**config.mk**
```make
export PLATFORM = sky130hd
export DESIGN_NAME = piso_serializer
export DESIGN_NICKNAME = d
export VERILOG_FILES = /design/src/rtl/piso_serializer.sv
export SDC_FILE = /design/constraint.sdc
export NUM_CORES = 1
export LEC_CHECK = 0
export BUFFER_PORTS_ARGS = -buffer_cell sky130_fd_sc_hd__buf_2
export CELL_PAD_IN_SITES_DETAIL_PLACEMENT = 0
export CELL_PAD_IN_SITES_GLOBAL_PLACEMENT = 1
export CORE_MARGIN = 3
export CORE_UTILIZATION = 30
export CTS_CLUSTER_SIZE = 40
export DETAILED_ROUTE_END_ITERATION = 6
export HOLD_SLACK_MARGIN = 0.05
export PLACE_DENSITY = 0.6
export SLEW_MARGIN = 20
export SYNTH_ARGS = -nofsm -noshare
export SYNTH_HDL_FRONTEND = slang
export SYNTH_SLANG_ARGS = --single-unit
```
**constraint.sdc**
```tcl
create_clock -name clk -period 3.3 [get_ports clk]
set_input_delay 0 -clock clk [delete_from_list [all_inputs] [get_ports clk]]
set_output_delay 0 -clock clk [all_outputs]
set_load 0.01 [all_outputs]
```
**src/rtl/piso_serializer.sv**
```systemverilog
// Parallel-in / serial-out transmitter: accepts a WIDTH-bit word over a
// valid/ready handshake and shifts it out one bit per enabled clock.
module piso_serializer #(
  parameter int WIDTH     = 8,
  parameter bit MSB_FIRST = 1'b1
) (
  input  logic             clk,
  input  logic             reset,
  input  logic             en,
  input  logic [WIDTH-1:0] din,
  input  logic             load_valid,
  output logic             load_ready,
  output logic             sout,
  output logic             sout_valid,
  output logic             busy,
  output logic             done
);

  localparam int CW = $clog2(WIDTH);
  localparam logic [CW-1:0] LAST_IDX = CW'(WIDTH - 1);

  typedef enum logic [0:0] {
    IDLE  = 1'b0,
    SHIFT = 1'b1
  } state_t;

  state_t           state_r;
  logic [WIDTH-1:0] shreg_r;
  logic [CW-1:0]    cnt_r;
  logic             done_r;

  logic             last_s;
  logic             accept_s;
  logic             out_bit_s;
  logic [WIDTH-1:0] shifted_s;

  // Handshake, last-bit detect and output decode of the registered state.
  always_comb begin
    last_s     = 1'b0;
    load_ready = 1'b0;
    accept_s   = 1'b0;
    out_bit_s  = 1'b0;
    shifted_s  = '0;
    sout       = 1'b0;
    sout_valid = 1'b0;
    busy       = 1'b0;

    last_s = (state_r == SHIFT) && en && (cnt_r == LAST_IDX);

    // A new word is only taken in IDLE or on the edge that consumes the last bit.
    if (reset) begin
      load_ready = 1'b0;
    end else if (state_r == IDLE) begin
      load_ready = 1'b1;
    end else begin
      load_ready = last_s;
    end
    accept_s = load_valid && load_ready;

    if (MSB_FIRST) begin
      out_bit_s = shreg_r[WIDTH-1];
      shifted_s = {shreg_r[WIDTH-2:0], 1'b0};
    end else begin
      out_bit_s = shreg_r[0];
      shifted_s = {1'b0, shreg_r[WIDTH-1:1]};
    end

    if (!reset && (state_r == SHIFT)) begin
      sout       = out_bit_s;
      sout_valid = 1'b1;
      busy       = 1'b1;
    end else begin
      sout       = 1'b0;
      sout_valid = 1'b0;
      busy       = 1'b0;
    end
  end

  assign done = done_r;

  // State, shift register, bit counter and end-of-word pulse.
  always_ff @(posedge clk) begin
    if (reset) begin
      state_r <= IDLE;
      shreg_r <= '0;
      cnt_r   <= '0;
      done_r  <= 1'b0;
    end else begin
      done_r <= last_s;
      if (accept_s) begin
        shreg_r <= din;
        cnt_r   <= '0;
        state_r <= SHIFT;
      end else begin
        case (state_r)
          IDLE: begin
            state_r <= IDLE;
          end
          SHIFT: begin
            if (en) begin
              shreg_r <= shifted_s;
              if (last_s) begin
                cnt_r   <= '0;
                state_r <= IDLE;
              end else begin
                cnt_r   <= cnt_r + CW'(1);
                state_r <= SHIFT;
              end
            end else begin
              state_r <= SHIFT;
            end
          end
          default: begin
            state_r <= IDLE;
            cnt_r   <= '0;
          end
        endcase
      end
    end
  end

endmodule

```
Yosys cells after proc, flatten, opt, wreduce, memory -nomap -nowiden
Index checks and enable logic that the tools add are counted.
W data, S select, Z words.
- add/subtract/negate cells: 1
- multipliers: 0
- div/mod/pow operators: 0
- $lt $le $gt $ge: 0
- equal/unequal tests: 1
- shift-type cells: 0
- multiplexer cells: 12
- bitwise logic cells: 1
- reduce and logical (&&, ||, !) cells: 10
- operator list (cell ; count):
    $mux W8 ; 3
    $mux W1 ; 7
    $logic_and A1 B1 Y1 ; 4
    $reduce_and A2 Y1 ; 2
    $reduce_bool A2 Y1 ; 2
    $add A3 B1 Y3 const B ; 1
    $eq A3 B3 Y1 const B ; 1
    $mux W3 ; 1
    $pmux W1 S2 ; 1
    $reduce_or A2 Y1 ; 1
    $logic_not A1 Y1 ; 1
    $not A1 Y1 ; 1
- flip-flop bits (word level): 13
- latch bits: 0
- memory bits (writable): 0
- ROM bits: 0
- bits of input ports: 12
- logic and storage cells: 29
- memories: 0

Depth between registers and ports, before layout
- depth in word-level cells: 7
- depth in mapped cells: 7

Worst setup path before layout
OpenSTA, ideal clock, no wires.
- path type: reg-to-reg
- from: reg cnt_r[0]
- to: reg shreg_r[1]
- setup time: 0.080 ns
- data arrival time: 1.466 ns
- data required time: 3.220 ns
- slack: 1.753 ns
- cell stages (with the launch flop): 8
- clock period less this slack: 1.547 ns
- path through: dfxtp_1 > ha_1 > ha_1 > a21bo_1 > buf_6 > and2_4 > buf_6 > a211oi_2
- cells in the longest elaborated chain, start to end: 7
- elaborated cells on any way between the ends: 9
- classes of those cells: eq/ne: 1; mux: 3; reduce/logical: 5
- ends and longest elaborated chain (element ; line ; RTL):
    from (decl) ; 29 ; logic [CW-1:0] cnt_r;
    from (signal assigned) ; 106 ; cnt_r <= cnt_r + CW'(1);
    $eq A3 B3 Y1 * ; 48 ; last_s = (state_r == SHIFT) && en && (cnt_r == LAST_IDX);
    $logic_and A1 B1 Y1 * ; 48 ;
    $mux W1 * ; 53 ; end else if (state_r == IDLE) begin
    $mux W1 * ; 51 ; if (reset) begin
    $logic_and A1 B1 Y1 * ; 58 ; accept_s = load_valid && load_ready;
    $reduce_bool A2 Y1 (no source line) ; -- ;
    $reduce_and A2 Y1 (no source line) ; -- ;
    to (signal assigned) ; 91 ; shreg_r <= din;
    to (signal assigned) ; 101 ; shreg_r <= shifted_s;
    to (decl) ; 28 ; logic [WIDTH-1:0] shreg_r;
Mark *: on every way between the ends. The rest lies on a longest branch, timed or not.
A chain may end at the register's enable or synchronous reset.

Worst setup path in the final report
Ends and elaborated chain as after synthesis.

==> impl_metrics.toml <==
[run_status]
status = "complete, no violations"

[routing]
drt-vias-per-instance = 5.02
drc_errors = 0
vias = 597
dr.pass1.iters = 4
ant_nets = 0
drt_iter0_markers = 7
wirelength_microns = 1460
avgRoutedWirePerCell_microns = 12.2

[layout]
antenna_cells = 0
areaGrowthSynthToFinish_pct = 24.6
multi_input_comb_area_sq_um = 360
drive_above_1_share_pct = 30.4
mostFrequentLayoutCells = "16 x buf_2, 13 x dfxtp_1, 8 x dlygate4sd3_1"
nFillCells = 222
layout.nets = 107
stdcell_count = 119
final_common_cell = "buf_2"
register_area_sq_um = 260

[place]
gp_congestion = 0.681
place_hpwl_microns = 945
io_buffers = 16
pre_cts_ws_ns = 1.67
dp.cells = 107

[critical_path]
r2r-end = "shreg_r[1]"
rrSetupSlack_ns = 1.66
crit_arrival_ns = 1.79
required_ns = 3.45
crit_path_end_kind = "register"
worstSetupStartpointType = "register"
regToRegStartpoint = "cnt_r[0]"
r2r.worst_path.cells = 5
crit_fanout = 9
critPathKind = "register to register"
critPathLaunch = "cnt_r[0]"
crit_path_end = "shreg_r[1]"

[sta]
finalHoldViolations = 0
finalSetupTns_ns = 0
rsz0062_at_grt = "false"
period_minus_slack_ns = 1.64
hold_slack_ns = 0.0976
tightest_slew_ns = 0.420
fin_crit_sh_pct = 49.6
relSlewSlack_pct = 71.9
setup_viol = 0
fmax_ghz = 0.611
slew_violations = 0
fin_skew_ns = 0.000807
setup_ws_ns = 1.66

[power_and_ir_drop]
p_int_uw = 244
power.share.sequential_pct = 51.8
power_density_nw_per_um2 = 385
switchingPower_uw = 89.5
total_power_uw = 333
power_frac_clock_pct = 29.7
p_leak_nw = 0.415
irDropWorstVdd_mv = 0.272
p_comb_share_pct = 18.6
switching_share_pct = 26.9

[clock_tree]
cts_root_buffer = "clkbuf_4"
clock_path_buffers = 2
cts_buffers = 3
h-tree-depth = 1
path_clk_slew_ns = 0.08
postCtsSetupBuffers = 0
clkSinkCount = 13
clock_latency_ns = 0.27
cts_tree = "done"

[floorplan]
die_h_microns = 54.2
fp.dieW_microns = 54.2
pin_count = 17
core-area_sq_um = 2080
die-area_sq_um = 2930
start_util_pct = 33.4
rows = 16

[logic_synthesis]
synth_cells = 72
async_reset_ff_share_pct = 0
syn_avg_cell_area_sq_um = 9.66
ys_seq_elements = 13
synth_cell_types = 23
synth-edff-count = 0
syn_area_sq_um = 696
synth-warning-count = 0
synth-seq-area-share_pct = 37.4
ys.flop_type = "dfxtp_1"
synth_nets = 86

[global_route]
gr-total-overflow = 0
grt_max_degree = 16
grt_pass1_wl_microns = 2600
first_global_vias = 544
track_usage_pct = 12.6
antenna_found_initial = 0

[job]
drv_cap = 0

[hold_path]
hold_path.class = "primary input to register"
flip-flops by register name, summed over array words and instances, names as in the netlist:
name	flops
done	1
cnt_r	3
shreg_r	8
state_r	1
critical path: stages (launching register included):
cell and delay (ns):
dfxtp_1 0.33, ha_1 0.20, ha_1 0.23, a21bo_1 0.29
a221oi_1 0.39, a211oi_2 0.08
how the worst min path moves through the flow:
stage / from / to / cells after the start
after floorplan: reset / busy / 1
after global placement: din[1] / shreg_r[1] / 3
after detailed placement: din[4] / shreg_r[4] / 3
after CTS: load_valid / state_r / 3
after global routing: load_valid / state_r / 3
final: load_valid / state_r / 3
per-layer routing:
metal | track usage, % | vias to the layer above | wire length [microns]
li1 | - | 307 | -
met1 | 15.8 | 276 | 717
met2 | 18.9 | 12 | 664
met3 | 5.82 | 2 | 62
met4 | 3.73 | 0 | 12
met5 | 0 | - | 0
power groups by stage:
stage	sequential, mW	combinational (mW)	clock, mW
finish	0.173	0.0619	0.0989
global route	0.174	0.0699	0.114
CTS	0.173	0.0626	0.104
detailed placement	0.176	0.0553	0
global placement	0.176	0.0551	0
floorplan	0.173	0.0460	0
cell usage after synthesis, types with 2 or more instances:
library cell | count | share of area [%]
nor2_1 | 5 | 2.7
clkbuf_1 | 5 | 2.7
buf_6 | 2 | 3.2
a211oi_2 | 7 | 13
dfxtp_1 | 13 | 37
and3_1 | 7 | 6.3
a221oi_1 | 7 | 8.8
mux2i_1 | 3 | 4.3
nor3_1 | 2 | 1.4
inv_1 | 7 | 3.8
ha_1 | 2 | 3.6
through the flow:
step	cell area (sq um)	utilization [%]
4_1_cts	867	41.6
2_1_floorplan	696	-
6_report	867	41.6
3_5_place_dp	761	36.5
5_1_grt	867	41.6
3_3_place_gp	761	36.5
cell families after synthesis:
family	Yosys count	share of synthesized area (%)
compound gates	18	25.9
fa+ha+maj	2	3.60
buf+inv	15	10.8
mux	3	4.32
flops	13	37.4
simple gates	21	18.0
area by class of cell:
class / count / share of cell area (%)
Inverter: 7 / 3.03
Clock buffer: 4 / 3.03
Multi-Input combinational cell: 44 / 41.6
Timing Repair Buffer: 24 / 18.5
Tap cell: 27 / 3.90
Sequential cell: 13 / 30.0
timing repair:
action                    in CTS  in global routing
hold endpoints to repair       8                  0
gates resized for setup        0                  0
hold buffers                   8                  0
No activity file was read; power rests on OpenSTA's default activity.
